### src/rtl/sseg_pkg.sv
// Shared constants and types for the seven-segment scan decoder:
// glyph encodings (active-low {g,f,e,d,c,b,a}), idle levels, FSM states
// and the anode-vector decode helper.
package sseg_pkg;

  localparam logic [6:0] GLYPH_0 = 7'b1000000;
  localparam logic [6:0] GLYPH_1 = 7'b1111001;
  localparam logic [6:0] GLYPH_2 = 7'b0100100;
  localparam logic [6:0] GLYPH_3 = 7'b0110000;
  localparam logic [6:0] GLYPH_4 = 7'b0011001;
  localparam logic [6:0] GLYPH_5 = 7'b0010010;
  localparam logic [6:0] GLYPH_6 = 7'b0000010;
  localparam logic [6:0] GLYPH_7 = 7'b1111000;
  localparam logic [6:0] GLYPH_8 = 7'b0000000;
  localparam logic [6:0] GLYPH_9 = 7'b0010000;
  localparam logic [6:0] GLYPH_A = 7'b0001000;
  localparam logic [6:0] GLYPH_B = 7'b0000011;
  localparam logic [6:0] GLYPH_C = 7'b1000110;
  localparam logic [6:0] GLYPH_D = 7'b0100001;
  localparam logic [6:0] GLYPH_E = 7'b0000110;
  localparam logic [6:0] GLYPH_F = 7'b0001110;

  // All segments off; also the idle level of the cathode synchronizers.
  localparam logic [6:0] SSEG_BLANK = 7'h7F;
  // No digit selected: blanking gap between digit activations.
  localparam logic [3:0] ANODE_IDLE = 4'hF;

  typedef enum logic {
    ST_SETTLE = 1'b0,
    ST_HELD   = 1'b1
  } state_e;

  typedef struct packed {
    logic       ok;
    logic [1:0] idx;
  } anode_sel_t;

  // Maps a one-hot-low anode vector to its digit index; ok=0 otherwise.
  function automatic anode_sel_t anode_select(input logic [3:0] an);
    anode_sel_t s;
    s.ok  = 1'b1;
    s.idx = 2'd0;
    case (an)
      4'b1110: s.idx = 2'd0;
      4'b1101: s.idx = 2'd1;
      4'b1011: s.idx = 2'd2;
      4'b0111: s.idx = 2'd3;
      default: s.ok  = 1'b0;
    endcase
    return s;
  endfunction

endpackage

### src/rtl/sseg_scan_decoder_if.sv
// Scanned-display bus: the anode/cathode lines from the display driver side
// and the decoded frame/status returned by the decoder.
interface sseg_scan_decoder_if;
  logic [3:0] sseg_an;
  logic [6:0] sseg_ca;
  logic [3:0] digit0;
  logic [3:0] digit1;
  logic [3:0] digit2;
  logic [3:0] digit3;
  logic       frame_valid;
  logic       err_pattern;
  logic       err_anode;
  logic       display_lost;

  // Display driver side: produces the scan lines, observes decoded results.
  modport master (
    output sseg_an, sseg_ca,
    input  digit0, digit1, digit2, digit3,
    input  frame_valid, err_pattern, err_anode, display_lost
  );

  // Decoder side: consumes the scan lines, produces decoded results.
  modport slave (
    input  sseg_an, sseg_ca,
    output digit0, digit1, digit2, digit3,
    output frame_valid, err_pattern, err_anode, display_lost
  );
endinterface

### src/rtl/sseg_glyph_decode.sv
// Combinational reverse lookup of an active-low seven-segment pattern to its
// hex value; hit_o is low for any pattern outside the 16-glyph table.
module sseg_glyph_decode
  import sseg_pkg::*;
(
  input  logic [6:0] ca_i,
  output logic       hit_o,
  output logic [3:0] value_o
);

  // Table match; blank and any partial pattern fall through to a miss.
  always_comb begin
    hit_o   = 1'b1;
    value_o = 4'h0;
    case (ca_i)
      GLYPH_0: value_o = 4'h0;
      GLYPH_1: value_o = 4'h1;
      GLYPH_2: value_o = 4'h2;
      GLYPH_3: value_o = 4'h3;
      GLYPH_4: value_o = 4'h4;
      GLYPH_5: value_o = 4'h5;
      GLYPH_6: value_o = 4'h6;
      GLYPH_7: value_o = 4'h7;
      GLYPH_8: value_o = 4'h8;
      GLYPH_9: value_o = 4'h9;
      GLYPH_A: value_o = 4'hA;
      GLYPH_B: value_o = 4'hB;
      GLYPH_C: value_o = 4'hC;
      GLYPH_D: value_o = 4'hD;
      GLYPH_E: value_o = 4'hE;
      GLYPH_F: value_o = 4'hF;
      default: hit_o   = 1'b0;
    endcase
  end

endmodule

### src/rtl/sseg_scan_decoder.sv
// Receive side of a multiplexed seven-segment display: synchronizes the scan
// lines, waits for each digit activation to settle, decodes it and publishes
// a complete 4-digit frame atomically. A watchdog flags a display that has
// stopped producing complete frames.
module sseg_scan_decoder
  import sseg_pkg::*;
#(
  parameter int unsigned STABLE_CYCLES = 16,
  parameter int unsigned LOST_CYCLES   = 2**20
) (
  input logic           clk,
  input logic           rst,
  sseg_scan_decoder_if.slave scan
);

  localparam int unsigned STAB_W = 8;
  localparam logic [STAB_W-1:0] STAB_MAX = STAB_W'(STABLE_CYCLES - 1);
  localparam int unsigned WD_W = (LOST_CYCLES > 1) ? $clog2(LOST_CYCLES) : 1;
  localparam logic [WD_W-1:0] WD_MAX = WD_W'(LOST_CYCLES - 1);

  logic [3:0]        an_s1_q, an_s2_q, an_smp_q;
  logic [6:0]        ca_s1_q, ca_s2_q, ca_smp_q;
  logic [STAB_W-1:0] stab_q, stab_d;
  state_e            state_q, state_d;
  logic [3:0]        mask_q, mask_d;
  logic [3:0][3:0]   shadow_q, shadow_d;
  logic [3:0][3:0]   digit_q, digit_d;
  logic              frame_valid_q, frame_valid_d;
  logic              err_pattern_q, err_pattern_d;
  logic              err_anode_q, err_anode_d;
  logic              lost_q, lost_d;
  logic [WD_W-1:0]   wd_q, wd_d;

  logic              changed;
  logic              evaluate;
  logic              glyph_hit;
  logic [3:0]        glyph_value;
  logic [3:0]        mask_cap;
  anode_sel_t        sel;

  // The sample under evaluation is the one the stability counter has tracked.
  sseg_glyph_decode u_glyph (
    .ca_i    (ca_smp_q),
    .hit_o   (glyph_hit),
    .value_o (glyph_value)
  );

  assign sel      = anode_select(an_smp_q);
  assign changed  = {an_s2_q, ca_s2_q} != {an_smp_q, ca_smp_q};
  assign evaluate = (state_q == ST_SETTLE) && (stab_q == STAB_MAX);

  // Two-flop synchronizers plus the previous-sample register, idling high.
  always_ff @(posedge clk or posedge rst) begin
    if (rst) begin
      an_s1_q  <= ANODE_IDLE;
      an_s2_q  <= ANODE_IDLE;
      an_smp_q <= ANODE_IDLE;
      ca_s1_q  <= SSEG_BLANK;
      ca_s2_q  <= SSEG_BLANK;
      ca_smp_q <= SSEG_BLANK;
    end else begin
      an_s1_q  <= scan.sseg_an;
      an_s2_q  <= an_s1_q;
      an_smp_q <= an_s2_q;
      ca_s1_q  <= scan.sseg_ca;
      ca_s2_q  <= ca_s1_q;
      ca_smp_q <= ca_s2_q;
    end
  end

  // Stability tracking, settle/hold FSM, capture, frame assembly, watchdog.
  always_comb begin
    stab_d        = stab_q;
    state_d       = state_q;
    mask_d        = mask_q;
    shadow_d      = shadow_q;
    digit_d       = digit_q;
    frame_valid_d = 1'b0;
    err_pattern_d = 1'b0;
    err_anode_d   = 1'b0;
    lost_d        = lost_q;
    wd_d          = wd_q;
    mask_cap      = mask_q;

    if (changed) begin
      stab_d = '0;
    end else if (stab_q != STAB_MAX) begin
      stab_d = stab_q + STAB_W'(1);
    end

    if (changed) begin
      state_d = ST_SETTLE;
    end else if (evaluate) begin
      state_d = ST_HELD;
    end

    // A settled pattern is evaluated exactly once per activation.
    if (evaluate && (an_smp_q != ANODE_IDLE)) begin
      if (!sel.ok) begin
        err_anode_d = 1'b1;
      end else if (!glyph_hit) begin
        err_pattern_d = 1'b1;
      end else begin
        shadow_d[sel.idx] = glyph_value;
        mask_cap          = mask_q | (4'b0001 << sel.idx);
        if (mask_cap == 4'hF) begin
          digit_d       = shadow_d;
          frame_valid_d = 1'b1;
          mask_d        = 4'h0;
        end else begin
          mask_d = mask_cap;
        end
      end
    end

    // A completed frame always beats a simultaneous watchdog expiry.
    if (frame_valid_d) begin
      wd_d   = '0;
      lost_d = 1'b0;
    end else if (wd_q != WD_MAX) begin
      wd_d = wd_q + WD_W'(1);
    end else if (!lost_q) begin
      lost_d = 1'b1;
      mask_d = 4'h0;
    end
  end

  // Control and status state.
  always_ff @(posedge clk or posedge rst) begin
    if (rst) begin
      stab_q        <= '0;
      state_q       <= ST_SETTLE;
      mask_q        <= 4'h0;
      frame_valid_q <= 1'b0;
      err_pattern_q <= 1'b0;
      err_anode_q   <= 1'b0;
      lost_q        <= 1'b0;
      wd_q          <= '0;
    end else begin
      stab_q        <= stab_d;
      state_q       <= state_d;
      mask_q        <= mask_d;
      frame_valid_q <= frame_valid_d;
      err_pattern_q <= err_pattern_d;
      err_anode_q   <= err_anode_d;
      lost_q        <= lost_d;
      wd_q          <= wd_d;
    end
  end

  // Shadow and published digit registers; a reset discards any partial frame.
  always_ff @(posedge clk or posedge rst) begin
    if (rst) begin
      shadow_q <= '0;
      digit_q  <= '0;
    end else begin
      shadow_q <= shadow_d;
      digit_q  <= digit_d;
    end
  end

  assign scan.digit0       = digit_q[0];
  assign scan.digit1       = digit_q[1];
  assign scan.digit2       = digit_q[2];
  assign scan.digit3       = digit_q[3];
  assign scan.frame_valid  = frame_valid_q;
  assign scan.err_pattern  = err_pattern_q;
  assign scan.err_anode    = err_anode_q;
  assign scan.display_lost = lost_q;

endmodule
### src/flat_wrapper.sv
// flat-port wrapper written by rule: the top's interface ports become plain ports
module sseg_scan_decoder_flat import sseg_pkg::*;
#(
  parameter int unsigned STABLE_CYCLES = 16,
  parameter int unsigned LOST_CYCLES   = 2**20
)
  (clk, rst, scan_sseg_an, scan_sseg_ca, scan_digit0, scan_digit1, scan_digit2, scan_digit3, scan_frame_valid, scan_err_pattern, scan_err_anode, scan_display_lost);
  sseg_scan_decoder_if scan_i ();
  input logic clk;
  input logic rst;
  input wire logic [$bits(scan_i.sseg_an)-1:0] scan_sseg_an;
  input wire logic [$bits(scan_i.sseg_ca)-1:0] scan_sseg_ca;
  output wire logic [$bits(scan_i.digit0)-1:0] scan_digit0;
  output wire logic [$bits(scan_i.digit1)-1:0] scan_digit1;
  output wire logic [$bits(scan_i.digit2)-1:0] scan_digit2;
  output wire logic [$bits(scan_i.digit3)-1:0] scan_digit3;
  output wire logic [$bits(scan_i.frame_valid)-1:0] scan_frame_valid;
  output wire logic [$bits(scan_i.err_pattern)-1:0] scan_err_pattern;
  output wire logic [$bits(scan_i.err_anode)-1:0] scan_err_anode;
  output wire logic [$bits(scan_i.display_lost)-1:0] scan_display_lost;
  assign scan_i.sseg_an = scan_sseg_an;
  assign scan_i.sseg_ca = scan_sseg_ca;
  assign scan_digit0 = scan_i.digit0;
  assign scan_digit1 = scan_i.digit1;
  assign scan_digit2 = scan_i.digit2;
  assign scan_digit3 = scan_i.digit3;
  assign scan_frame_valid = scan_i.frame_valid;
  assign scan_err_pattern = scan_i.err_pattern;
  assign scan_err_anode = scan_i.err_anode;
  assign scan_display_lost = scan_i.display_lost;
  sseg_scan_decoder #(.STABLE_CYCLES(STABLE_CYCLES), .LOST_CYCLES(LOST_CYCLES)) u_core (.clk(clk), .rst(rst), .scan(scan_i));
endmodule
### config.mk
export PLATFORM = sky130hd
export DESIGN_NAME = sseg_scan_decoder_flat
export DESIGN_NICKNAME = d
export VERILOG_FILES = /design/src/rtl/sseg_pkg.sv /design/src/rtl/sseg_scan_decoder_if.sv /design/src/rtl/sseg_glyph_decode.sv /design/src/rtl/sseg_scan_decoder.sv /design/src/flat_wrapper.sv
export SDC_FILE = /design/constraint.sdc
export NUM_CORES = 1
export LEC_CHECK = 0
export ABC_AREA = 1
export CAP_MARGIN = 10
export CORE_MARGIN = 2
export CORE_UTILIZATION = 63
export CTS_CLUSTER_SIZE = 8
export DETAILED_ROUTE_END_ITERATION = 16
export PLACE_DENSITY = 0.84
export REMOVE_ABC_BUFFERS = 1
export SLEW_MARGIN = 20
export SYNTH_ARGS = -nofsm -noshare
export SYNTH_HDL_FRONTEND = slang
export SYNTH_HIERARCHICAL = 1
export SYNTH_SLANG_ARGS = --single-unit
### constraint.sdc
create_clock -name clk -period 8.7 [get_ports clk]
set_input_delay 1.74 -clock clk [delete_from_list [all_inputs] [get_ports clk]]
set_output_delay 1.74 -clock clk [all_outputs]
set_load 0.05 [all_outputs]
; Yosys cells after proc, flatten, opt, wreduce, memory -nomap -nowiden
; Cells that the tools add are included.
[word_totals]
register_bits = 102
input_bits = 13
out_inout_bits = 20
word_cells = 97
[op_classes]
n_addsub = 2
n_lt_le_gt_ge = 2
n_eq_ne = 26
shift = 1
muxes = 31
n_bitwise = 2
n_reduce_logical = 11
[ops]
columns = cell, count
row1 = $pmux 4 s15, 1
row2 = $mux 20, 2
row3 = $mux 4, 8
row4 = $eq 7x7->1 const B, 4
row5 = $eq 7x5->1 const B, 3
row6 = $eq 7x6->1 const B, 3
row7 = $add 20x1->20 const B, 1
row8 = $ne 20x20->1 const B, 1
row9 = $bwmux 16, 1
row10 = $eq 4x4->1 const B, 4
row11 = $mux 8, 2
row12 = $reduce_or 16->1, 1
row13 = $mux 1, 15
row14 = $eq 7x2->1 const B, 2
row15 = $eq 7x4->1 const B, 2
row16 = $ne 11x11->1, 1
row17 = $add 8x1->8 const B, 1
row18 = $demux 4 s2, 1
row19 = $eq 8x4->1 const B, 1
row20 = $ne 8x4->1 const B, 1
row21 = $eq 7x3->1 const B, 1
row22 = $logic_not 7->1, 1
row23 = $pmux 2 s3, 1
row24 = $reduce_bool 2->1, 3
row25 = 12 further kinds, 14

; Logic depth before layout (Yosys ltp)
[logic_depth]
depth_word = 12
mapped_depth = 14
ltp_nobuf = 14

; By module
; The synthesis kept the hierarchy.
[modules_own_cells]
columns = module, instances, cells_each, area_per_inst_um2, seq_area_each_um2
row1 = sseg_scan_decoder, 1, 480, 4565.6, 2593.7
row2 = sseg_glyph_decode, 1, 80, 344.1, 0.0

; Worst setup path after synthesis
; OpenSTA, ideal clock, no wires.
[synth_path]
kind = reg2out
start = register u_core.digit_q, in the netlist u_core/scan.digit0[0]
end = output scan_digit0[0]
arrival_ns = 0.600
required_ns = 6.960
path_slack_ns = 6.360
path_stages_with_launch = 1
path_cell_list = dfrtp_1
[synth_lines]
columns = item, line
row1 = from (decl), sseg_scan_decoder.sv:27  ; logic [3:0][3:0] digit_q, digit_d;
row2 = from (signal assigned), sseg_scan_decoder.sv:158  ; digit_q <= digit_d;
row3 = to (decl), flat_wrapper.sv:13  ; output wire logic [$bits(scan_i.digit0)-1:0] scan_digit0;
; No word-level cell between the ends.

; Final worst setup path
[layout_path]
start = register u_core.digit_q, in the netlist u_core/scan.digit0[3]
end = output scan_digit0[3]
; No word-level cell between the ends.

==> summary.txt <==
Clocking
  • Post-CTS setup repair buffer count: 0
  • CTS Hold Bufs: 0
  • Post-CTS sizing: 0
  • CTS clk-pin slew, worst paths: between 100 and 150 ps
  • Root buffer cell: clkbuf_8
  • TritonCTS buffer count: 9
  • Htree depth: 3
  • CTS tree: yes
  • Worst skew pair latency: ~380 ps
  • Clock sinks: slightly above 100
  • Clock buffer depth: 2

Timing
  • Final setup violation count: 0
  • Fin Setup TNS: 0 ps
  • Slew Limit Fails: 0
  • Fin Clk Skew: 11.9 ps
  • Maximum clock frequency: ~300 MHz
  • Slew @ Worst Pin: 989 ps
  • Minimum clock period: roughly 3300 ps
  • Period utilization: between 30 and 40%
  • Unrepaired setup endpoints after global routing: false
  • Final Hold Fails: 0
  • Worst Hold Slack: ~360 ps
  • Slew HR: about a third

Placement
  • Final Wtd Congestion: 0.929
  • Placed Area: between 0.005 and 0.006 sq mm
  • DP Wirelength: 6490 microns
  • IO buf count: 32

Synth
  • Mapped cell area: between 0.004 and 0.005 sq mm
  • Syn_area_per_cell: 8.77 sq um
  • Synth area leader: dfrtp_1
  • Post-synthesis adder-cell area fraction: less than 1%
  • Synth Instances: 560
  • Synth Warn #: 6
  • Synth Area in Compound Gates: approximately 7%
  • Post-Synth Simple-Gate Area: 29.1%
  • Top cell type's share of synthesized area: a little over a third
  • Distinct cell type count after synthesis: 34
  • Main area contributors after synthesis: dfrtp_1, dfstp_2, nand2_1
  • Sequential cell area fraction in the yosys report: 52.8%
  • Largest family of logic cells by synthesized area: simple AND/OR/NAND/NOR gates
  • Post-synthesis mux area share: between 2 and 2.5%
  • Synth Register Bits: a little over 100
  • XOR/XNOR share of the synthesized area: 2.14%

Power and ir drop
  • Maximum vdd ir drop: roughly 0.15 mV
  • PwrDens: 151 mW/mm^2
  • Leak: approximately 2.6 nW

Global routing
  • GR Util All Layers: between 20% and 30%
  • Grt total ovfl: 0
  • Vias in the first global route: 3604
  • First-pass GRT wire length: 16100 microns
  • Initial antenna violation count: 0
  • Largest net degree at the start of global routing: between 80 and 90

Critical path
  • Worst EP required: 6960 ps
  • R2R depth: 13
  • Logic depth of the worst path, buffers included: 1
  • Critical path's top delay family: buffers and inverters
  • Slowest CP cell: clkdlybuf4s50_1
  • Crit path buffers/inverters: 1
  • Reg2reg start: u_core/ca_smp_q[0]
  • WP data arrival: 1550 ps
  • Crit path largest cell delay: around 800 ps
  • R2R setup slack: just over 6000 ps
  • Crit-path cells: clkdlybuf4s50_1
  • CP startpoint kind: flop
  • CP Class: flop to output port
  • Crit. End Element: output port
  • Worst r2r dst: u_core/wd_q[12]
  • Max FO, Critical Path: 2

Detailed routing
  • Post-route DRC: 0
  • Drt total wl: between 9000 and 10000 microns
  • DRT antenna net count: 0
  • Vias per cell: between 5 and 6
  • Drt wl/cell: 13.0 microns
  • 1st-pass router iterations: 5
  • Routed vias: ~3.8k
  • Initial DRC count: 190

Floorplanning
  • Ports: 33
  • Area of the core: 0.00765 sq mm
  • Row cnt: 32
  • Initial Utilization: 64.2%
  • Die width: just over 90 microns
  • DIE AREA: 0.00852 sq mm
  • Die H: 92.3 microns

Run
  • Max_cap viols: 0

Layout
  • N_diodes: 0
  • Share of cells above drive strength 1: between 15 and 20%
  • Synth-to-layout area growth: 11.9%
  • Finished Cell Area: approximately 0.0055 sq mm
  • Nets@finish: 609

Hold path
  • Hold crit path type: flop to flop
  • Worst Hold Launch: u_core/ca_s1_q[0]
  • Hold Path Sink: u_core/ca_s2_q[0]
  • Hold-critical path depth: 0

Status
  • Status: complete, no violations
[how the worst max path moves through the flow]
stage / end / startpoint / slack [ps]
3_3_place_gp: u_core/wd_q[17] / rst / 5360
3_5_place_dp: u_core/wd_q[17] / rst / 5320
4_1_cts: scan_digit0[3] / u_core/scan.digit0[3] / 5380
6_report: scan_digit0[3] / u_core/scan.digit0[3] / 5410
5_1_grt: scan_digit0[3] / u_core/scan.digit0[3] / 5350
2_1_floorplan: u_core/mask_q[0] / rst / 4340
[synthesized netlist by cell type]
library cell,instances
nor2_1,85
nand3b_1,2
nand2_2,8
a21oi_1,12
buf_2,4
clkbuf_1,2
nor3_1,18
nand2_4,3
ha_1,2
inv_2,2
nor2_2,13
dfstp_2,33
o21ai_1,2
mux2i_1,12
dfrtp_1,69
nor3b_1,2
xnor2_1,2
nand2_1,121
o21ai_0,22
nand3_1,30
inv_1,56
buf_6,4
clkinv_2,1
or2_2,6
a21o_1,1
a31o_2,1
nand4_1,11
nand3_4,1
o21ai_2,16
nand4_4,1
nor2_4,3
nand3_2,4
xor2_1,10
a31oi_1,1
[layer usage]
metal | vias up | global-route usage [%] | part of all wire [%]
li1 | 1863 | - | -
met1 | 1786 | 29.8 | 43
met2 | 89 | 41.5 | 51
met3 | 17 | 5.59 | 4.1
met4 | 0 | 7.96 | 1.9
met5 | - | 0 | 0
[stage by stage]
stage / std cells / util (%) / power, W / worst slack, ps
final: 701 / 71.9 / 0.000831 / 5410
after global placement: 685 / 69.2 / 0.000543 / 5360
after detailed placement: 685 / 69.2 / 0.000546 / 5320
after CTS: 701 / 71.9 / 0.000840 / 5380
after floorplan: 550 / - / 0.000531 / 4340
after global routing: 701 / 71.9 / 0.000865 / 5350
[state kept, by name (all words and copies together) (netlist names), 4 cells and up]
name and cells:
u_core/scan.digit0 4, u_core/ca_s2_q 7, u_core/mask_q 4, u_core/an_s1_q 4, u_core/scan.digit1 4, u_core/shadow_q 16, u_core/stab_q 8, u_core/an_smp_q 4
u_core/an_s2_q 4, u_core/ca_smp_q 7, u_core/ca_s1_q 7, u_core/scan.digit2 4, u_core/scan.digit3 4, u_core/wd_q 20
[layout by cell type (no fill, tap or decap), drive strengths merged]
cell	netlist	routed
a21o	1	1
a21oi	12	12
a31o	1	1
a31oi	1	1
buf	8	1
clkbuf	2	9
clkdlybuf4s50	0	32
clkinv	1	4
dfrtp	69	69
dfstp	33	33
ha	2	2
inv	58	62
mux2i	12	12
nand2	132	132
nand3	35	35
nand3b	2	2
nand4	12	12
nor2	101	101
nor3	18	18
nor3b	2	2
o21ai	40	40
or2	6	6
xnor2	2	2
xor2	10	10
[where the power goes]
part / total (W) / internal, W / leakage, nW / switching, W
combinational: 0.0000414 / 0.0000147 / 1.20 / 0.0000267
clock: 0.000294 / 0.000114 / 0.103 / 0.000179
sequential: 0.000495 / 0.000488 / 1.30 / 0.00000716
[cell families after synthesis]
kind of cell / Yosys count
AO/OA/AOI/OAI: 55
XOR/XNOR: 12
adder cells (fa/ha/maj): 2
buffers and inverters: 69
flip-flops: 102
multiplexers: 12
AND/OR/NAND/NOR: 308
[cell type report]
cell class / instances / area (sq um)
flip-flops and latches: 102 / 2590
well taps: 102 / 128
repair buffers: 33 / 328
fillers: 567 / 2150
multi-input cells: 389 / 2020
clock inverters: 7 / 76.3
inverters: 59 / 225
clock buffers: 9 / 124
Power figures use the tool's default switching activity.
